**config.mk**
```make
export PLATFORM = sky130hd
export DESIGN_NAME = kda_req_packer
export DESIGN_NICKNAME = d
export VERILOG_FILES = /design/src/rtl/kda_req_packer.sv
export SDC_FILE = /design/constraint.sdc
export NUM_CORES = 2
export LEC_CHECK = 0
export CORE_AREA = 5 5 445 447
export CTS_BUF_LIST = sky130_fd_sc_hd__clkbuf_4 sky130_fd_sc_hd__clkbuf_8 sky130_fd_sc_hd__clkbuf_16
export CTS_CLUSTER_SIZE = 30
export DETAILED_ROUTE_END_ITERATION = 12
export DIE_AREA = 0 0 450 452
export GPL_TIMING_DRIVEN = 1
export SKIP_LAST_GASP = 1
export SYNTH_ARGS = -nofsm -noshare
export SYNTH_HDL_FRONTEND = slang
export SYNTH_SLANG_ARGS = --single-unit
```
**constraint.sdc**
```tcl
create_clock -name clk_i -period 40.7 [get_ports clk_i]
set_clock_uncertainty 0.05 [all_clocks]
set_input_delay 4.07 -clock clk_i [delete_from_list [all_inputs] [get_ports clk_i]]
set_output_delay 4.07 -clock clk_i [all_outputs]
set_load 0.005 [all_outputs]
```
**src/rtl/kda_req_packer.sv**
```systemverilog
// -----------------------------------------------------------------------------
// kda_req_packer
//   Upstream feeder for the kda top. Captures one parallel PBKDF2 request and
//   serializes it as 17 x 64-bit beats on a valid/ready stream:
//     beat 0     : {chunks[1:0], salt_len[5:0], iters[31:0], 24'b0}
//     beats 1..8 : password, most-significant 64 bits first
//     beats 9..16: salt, most-significant 64 bits first
//   Only one request is held at a time. v_i seen while a request is being sent
//   is ignored, not queued.
//
// Ports
//   clk_i       in   1    clock
//   reset_i     in   1    asynchronous active-high reset
//   chunks_i    in   2    output size select (0..3 -> 32/64/96/128 B)
//   salt_len_i  in   6    salt length in bytes
//   iters_i     in   32   PBKDF2 iteration count
//   pass_i      in   512  password, byte 0 in [511:504]
//   salt_i      in   512  salt, byte 0 in [511:504]
//   v_i         in   1    request valid
//   ready_o     out  1    request accepted when v_i & ready_o
//   data_o      out  64   serialized beat
//   v_o         out  1    beat valid
//   ready_i     in   1    beat consumed when v_o & ready_i
//   busy_o      out  1    request held / being sent
//   err_o       out  1    one-cycle reject pulse
//
// Build option
//   KDA_REQ_CHECK_EN : when defined, requests with iters_i==0 or salt_len_i>60
//                      are consumed but rejected (err_o pulses, nothing sent).
//                      When undefined every accepted request is sent and
//                      err_o is tied low.
// -----------------------------------------------------------------------------
module kda_req_packer (
   input  logic         clk_i,
   input  logic         reset_i,
   input  logic [1:0]   chunks_i,
   input  logic [5:0]   salt_len_i,
   input  logic [31:0]  iters_i,
   input  logic [511:0] pass_i,
   input  logic [511:0] salt_i,
   input  logic         v_i,
   output logic         ready_o,
   output logic [63:0]  data_o,
   output logic         v_o,
   input  logic         ready_i,
   output logic         busy_o,
   output logic         err_o
);

   localparam int BEATS = 17;
   localparam int CNT_W = 5;

   typedef enum logic {IDLE, SEND} state_t;

   state_t             state_q, state_d;
   logic [CNT_W-1:0]   cnt_q, cnt_d;
   logic [1:0]         chunks_q;
   logic [5:0]         salt_len_q;
   logic [31:0]        iters_q;
   logic [511:0]       pass_q;
   logic [511:0]       salt_q;

   logic               accept;
   logic               beat_done;
   logic               last_beat;
   logic               reject;
   logic [63:0]        beats [BEATS];

   // ready_o is gated by reset_i directly so no request can be taken while
   // reset is held, even though the state register already reads IDLE.
   assign ready_o   = (state_q == IDLE) & ~reset_i;
   assign v_o       = (state_q == SEND);
   assign busy_o    = v_o;
   assign accept    = v_i & ready_o;
   assign beat_done = v_o & ready_i;
   assign last_beat = (cnt_q == CNT_W'(BEATS - 1));

`ifdef KDA_REQ_CHECK_EN
   logic err_q;

   // Salt lengths above 60 leave no room for the 4-byte block index.
   assign reject = (iters_i == 32'd0) || (salt_len_i > 6'd60);

   always_ff @(posedge clk_i or posedge reset_i) begin
      if (reset_i) begin
         err_q <= 1'b0;
      end else begin
         err_q <= accept & reject;
      end
   end

   assign err_o = err_q;
`else
   assign reject = 1'b0;
   assign err_o  = 1'b0;
`endif

   // Beat table built from the held request; the counter selects one entry.
   assign beats[0] = {chunks_q, salt_len_q, iters_q, 24'b0};

   generate
      for (genvar gi = 0; gi < 8; gi++) begin : g_beats
         assign beats[1 + gi] = pass_q[511 - 64*gi -: 64];
         assign beats[9 + gi] = salt_q[511 - 64*gi -: 64];
      end
   endgenerate

   // Contents only move when a beat is consumed, so data_o holds while stalled.
   assign data_o = v_o ? beats[cnt_q] : 64'd0;

   always_comb begin
      state_d = state_q;
      cnt_d   = cnt_q;
      case (state_q)
         IDLE: begin
            cnt_d = '0;
            if (accept && !reject) begin
               state_d = SEND;
            end
         end
         SEND: begin
            if (beat_done) begin
               if (last_beat) begin
                  state_d = IDLE;
                  cnt_d   = '0;
               end else begin
                  cnt_d = cnt_q + 1'b1;
               end
            end
         end
         default: begin
            state_d = IDLE;
            cnt_d   = '0;
         end
      endcase
   end

   always_ff @(posedge clk_i or posedge reset_i) begin
      if (reset_i) begin
         state_q    <= IDLE;
         cnt_q      <= '0;
         chunks_q   <= '0;
         salt_len_q <= '0;
         iters_q    <= '0;
         pass_q     <= '0;
         salt_q     <= '0;
      end else begin
         state_q <= state_d;
         cnt_q   <= cnt_d;
         // Fields are sampled only on the accept cycle.
         if (accept) begin
            chunks_q   <= chunks_i;
            salt_len_q <= salt_len_i;
            iters_q    <= iters_i;
            pass_q     <= pass_i;
            salt_q     <= salt_i;
         end
      end
   end

endmodule
```
Word-level counts from Yosys, hierarchy flattened
Index checks and enable logic that the tools add are counted.

operators by class
  add/subtract/negate cells = 1
  $lt $le $gt $ge = 1
  equal/unequal tests = 2
  muxes and demuxes = 11
  bitwise logic cells = 6

operator list
  cell                                                       count
  binary-select mux 64 bit (select 5 bit)                    1
  two-way mux 64 bit                                         3
  two-way mux 5 bit                                          2
  case mux 5 bit (2 select lines)                            1
  greater-or-equal comparator 6 bit (second input constant)  1
  NOT 5 -> 6 bit                                             1
  adder 5 x 1 -> 5 bit (second input constant)               1
  equality test 5 bit (second input constant)                1
  bitwise AND 1 bit                                          3
  two-way mux 1 bit                                          3
  inequality test 2 x 1 -> 1 bit (second input constant)     1
  NOT 1 bit                                                  2
  case mux 1 bit (2 select lines)                            1

storage, ports and cells
  register bits after elaboration = 1,070
  input bits = 1,068
  logic and storage cells = 28

Logic depth before layout (Yosys ltp)
  word-level depth = 5
  mapped depth = 8

Worst setup path after synthesis
No wires, ideal clock.

  path kind = input-to-reg
  start point = in reset_i
  end point = reg pass_q[0]
  data arrival time = 29,043 ps
  data required time = 40,525 ps
  setup slack = 11,482 ps
  stages on the path = 7
  cell sequence = inv_1 -> and3_1 -> clkbuf_1 -> buf_2 -> buf_2 -> buf_2 -> mux2_2

on the way
  longest elaborated chain between the ends = 3

RTL lines
  item                  line  RTL
  from (decl)           35    input logic reset_i,
  NOT 1 bit             71    assign ready_o = (state_q == IDLE) & ~reset_i;
  bitwise AND 1 bit     71
  bitwise AND 1 bit     74    assign accept = v_i & ready_o;
  to (signal assigned)  155   pass_q <= pass_i;
  to (decl)             60    logic [511:0] pass_q;

No other way between the ends.
A chain may end at the register's enable or synchronous reset.

Worst setup path after layout
  start point = in reset_i
  end point = reg pass_q[185]

The elaborated chain is that of the path after synthesis.

==> flow_metrics.env <==
export IMPL_outcome="finished clean"
export IMPL_slew_violations=0
export IMPL_worstMarginPinSlew_ns=1.18
export IMPL_die_width_um=450
export IMPL_core_um2=194000
export IMPL_yosys_most_used_dff="dfrtp_1"
export IMPL_power_per_cell_area_nw_per_um2=65.6
export IMPL_hpwlAfterDp_mm=160
export IMPL_internal_power_w=0.00293
export IMPL_hold_path_class="reg2reg"
export IMPL_ys_types=39
export IMPL_p_leak_nw=30.0
export IMPL_relSlewSlack_pct=21.1
export IMPL_clock_latency_ns=0.78
export IMPL_cts_sinks=1070
export IMPL_final_area_um2=66900
export IMPL_cts_tree="built"
export IMPL_wirelength_mm=210
export IMPL_synth_area_um2=47900
export IMPL_hold_violations=0
export IMPL_ys_ff_latch=1070
export IMPL_worstRegToRegCells=9
export IMPL_rows=162
export IMPL_yosys_warnings=0
export IMPL_final_nets=5317
export IMPL_worst_setup_path_type="in2reg"
export IMPL_clock_fmax_mhz=102
export IMPL_hp_start="salt_q[310]$_DFFE_PP0P_"
export IMPL_syn_num_nets=4213
export IMPL_drt_iter0_drc=2386
export IMPL_area_growth_pct=39.6
export IMPL_grt_pass1_vias=34800
export IMPL_die_area_um2=203000
export IMPL_die_h_um=452
export IMPL_synth_top_area_share_pct=55.9
export IMPL_r2r_end="pass_q[185]$_DFFE_PP0P_"
export IMPL_port_buffers=1134
export IMPL_cap_violations=0
export IMPL_fin_crit_sh_pct=24.1
export IMPL_critPathRequiredTime_ns=41.33
export IMPL_yosysSeqAreaShare_pct=55.9
export IMPL_place_area_um2=62000
export IMPL_crit_path_start_kind="input pin"
export IMPL_grt_max_degree=177
export IMPL_cts_setup_buffers=0
export IMPL_vias=32700
export IMPL_vdd_drop_max_mv=0.0429
export IMPL_ios=1136
export IMPL_clk_pin_slew_ns=0.06
export IMPL_clk_root_buffer_cell="clkbuf_16"
export IMPL_numCtsBuffers=133
export IMPL_drc=0
export IMPL_final_setup_viol_count=0
export IMPL_finalCriticalPeriod_ns=9.79
export IMPL_viasPerCell=4.72
export IMPL_reg2reg_slack_ns=34.61
export IMPL_start_util_pct=24.7
export IMPL_clockBufferDepth=3
export IMPL_power_share_combinational_pct=32.8
export IMPL_hold_depth=1
export IMPL_cp_end_kind="flop"
export IMPL_synth_area_per_cell_um2=15.2
export IMPL_cts_resized=0
export IMPL_grt_pass1_wl_mm=285
export IMPL_p_switching_w=0.00146
export IMPL_drt_first_pass_iters=5
export IMPL_cp_max_fo=101
export IMPL_syn_instance_count=3143
export IMPL_synthTopCellsByArea="dfrtp_1, mux2_2, mux4_2, mux2i_1, buf_2"
export IMPL_worstPathArrival_ns=10.42
export IMPL_yosysTopAreaCell="dfrtp_1"
export IMPL_tns_ns=0
export IMPL_switching_share_pct=33.3
export IMPL_pwr_share_clk_pct=29.2
export IMPL_pwr_share_seq_pct=38.0
export IMPL_holdBufCountCts=0
export IMPL_grt_use_total_pct=20.0
export IMPL_postRouteAntennaNets=0
export IMPL_r2r_start="busy_o$_DFF_PP0_"
export IMPL_holdWs_ns=0.449
export IMPL_synth_edf_count=0
export IMPL_drive_gt1_share_pct=36.5
export IMPL_rsz0062_at_grt="no"
export IMPL_hold_end="salt_q[310]$_DFFE_PP0P_"
export IMPL_htree_num_levels=4
export IMPL_place_gp_congestion=0.891
export IMPL_synthArstFlopShare_pct=100
export IMPL_wire_per_inst_um=30.2
export IMPL_antenna_found_initial=99
export IMPL_grt_ovfl_total=0
-- cells in the final DEF (no fill, tap or decap), types with 4 or more instances in the layout --
cell and n:
a211oi_1 37, a21oi_1 82, a221o_1 60, a221oi_1 31, a221oi_2 9, a22o_1 24, a22oi_1 28, buf_12 5
buf_4 67, bufinv_16 9, clkbuf_16 133, clkbuf_4 19, clkbuf_8 42, clkdlybuf4s50_1 1134, clkinv_16 4, clkinv_2 13
clkinvlp_4 4, dfrtp_1 1067, diode_2 38, inv_1 5, inv_16 6, inv_6 9, mux2_2 1088, mux2i_1 117
mux4_2 156, nand2_1 96, nor2_1 5, nor2b_1 38, o21ai_0 21, o21ai_1 6
-- cells by family after synthesis --
family	count (synthesis)	synth area share (%)
muxes	1361	35.3
AOI/OAI and AO/OA	304	4.67
adders and majority gates	2	0.0522
and+or+nand+nor	160	1.54
buffers and inverters	244	2.50
DFF	1070	55.9
other	1	0.00782
xor gates and xnor gates	1	0.0183
-- state kept, by name, summed over array words and instances (netlist names) --
signal,cells
salt_len_q,6
chunks_q,2
pass_q,512
busy_o,1
iters_q,32
salt_q,512
cnt_q,5
-- per-stage QoR --
| step | util (%) | total power, W | instances | setup WS (ns) |
|---|---|---|---|---|
| after floorplan | - | 0.00244 | 3143 | 6.45 |
| after global placement | 32.0 | 0.00314 | 6654 | 30.26 |
| after detailed placement | 32.0 | 0.00317 | 6654 | 30.15 |
| after CTS | 34.5 | 0.00447 | 6898 | 31.01 |
| after global routing | 34.5 | 0.00461 | 6925 | 30.57 |
| final | 34.5 | 0.00439 | 6936 | 30.91 |
-- worst max-delay path by stage --
stage                                     from                       to  slack (ns)  depth (start not counted)
after floorplan                        reset_i         busy_o$_DFF_PP0_        6.45                          1
after global placement                 reset_i  pass_q[185]$_DFFE_PP0P_       30.26                          9
after detailed placement               reset_i  pass_q[185]$_DFFE_PP0P_       30.15                          9
after CTS                 cnt_q[0]$_DFFE_PP0P_               data_o[50]       31.01                          7
after global routing                   reset_i   pass_q[96]$_DFFE_PP0P_       30.57                          9
final                                  reset_i  pass_q[185]$_DFFE_PP0P_       30.91                          9
-- cell usage after synthesis (8+ instances only) --
library cell  number
a211oi_1          37
a21oi_1           82
a221o_1           60
a221oi_1          40
a22o_1            24
a22oi_1           28
buf_1             10
buf_2            154
buf_4             17
clkbuf_1          52
dfrtp_1         1070
mux2_2          1088
mux2i_1          117
mux4_2           156
nand2_1           97
nor2_1             8
nor2b_1           40
o21ai_0           25
-- worst max-delay path: stages --
cell,delay [ns]
clkdlybuf4s50_1,0.51
inv_8,0.58
and3_4,0.51
buf_4,0.72
buf_4,0.75
buf_4,0.75
buf_4,0.87
buf_4,0.86
mux2_2,0.42
-- per-layer routing --
| layer | vias to the layer above | GRT usage (%) | routed length (um) |
|---|---|---|---|
| li1 | 14000 | - | - |
| met1 | 17200 | 22.9 | 78600 |
| met2 | 1092 | 35.5 | 110000 |
| met3 | 308 | 5.77 | 14500 |
| met4 | 64 | 7.58 | 6390 |
| met5 | - | 0 | 405 |
-- final cells by class --
type / count / area [um^2]
fill: 18900 / 127000
sequential: 1070 / 26800
multi-input combinational: 1829 / 20100
timing repair buffer: 1206 / 12000
clock buffer: 194 / 4050
tap: 2542 / 3180
clock inverter: 50 / 743
antenna: 38 / 95.1
inverter: 7 / 33.8
-- power by group through the flow --
stage / combinational (W) / sequential, W / clock (W)
2_1_floorplan: 0.000869 / 0.00158 / 0
5_1_grt: 0.00154 / 0.00171 / 0.00135
3_5_place_dp: 0.00149 / 0.00168 / 0
6_report: 0.00144 / 0.00167 / 0.00128
4_1_cts: 0.00149 / 0.00167 / 0.00131
3_3_place_gp: 0.00147 / 0.00167 / 0
No activity file was read; power rests on OpenSTA's default activity.
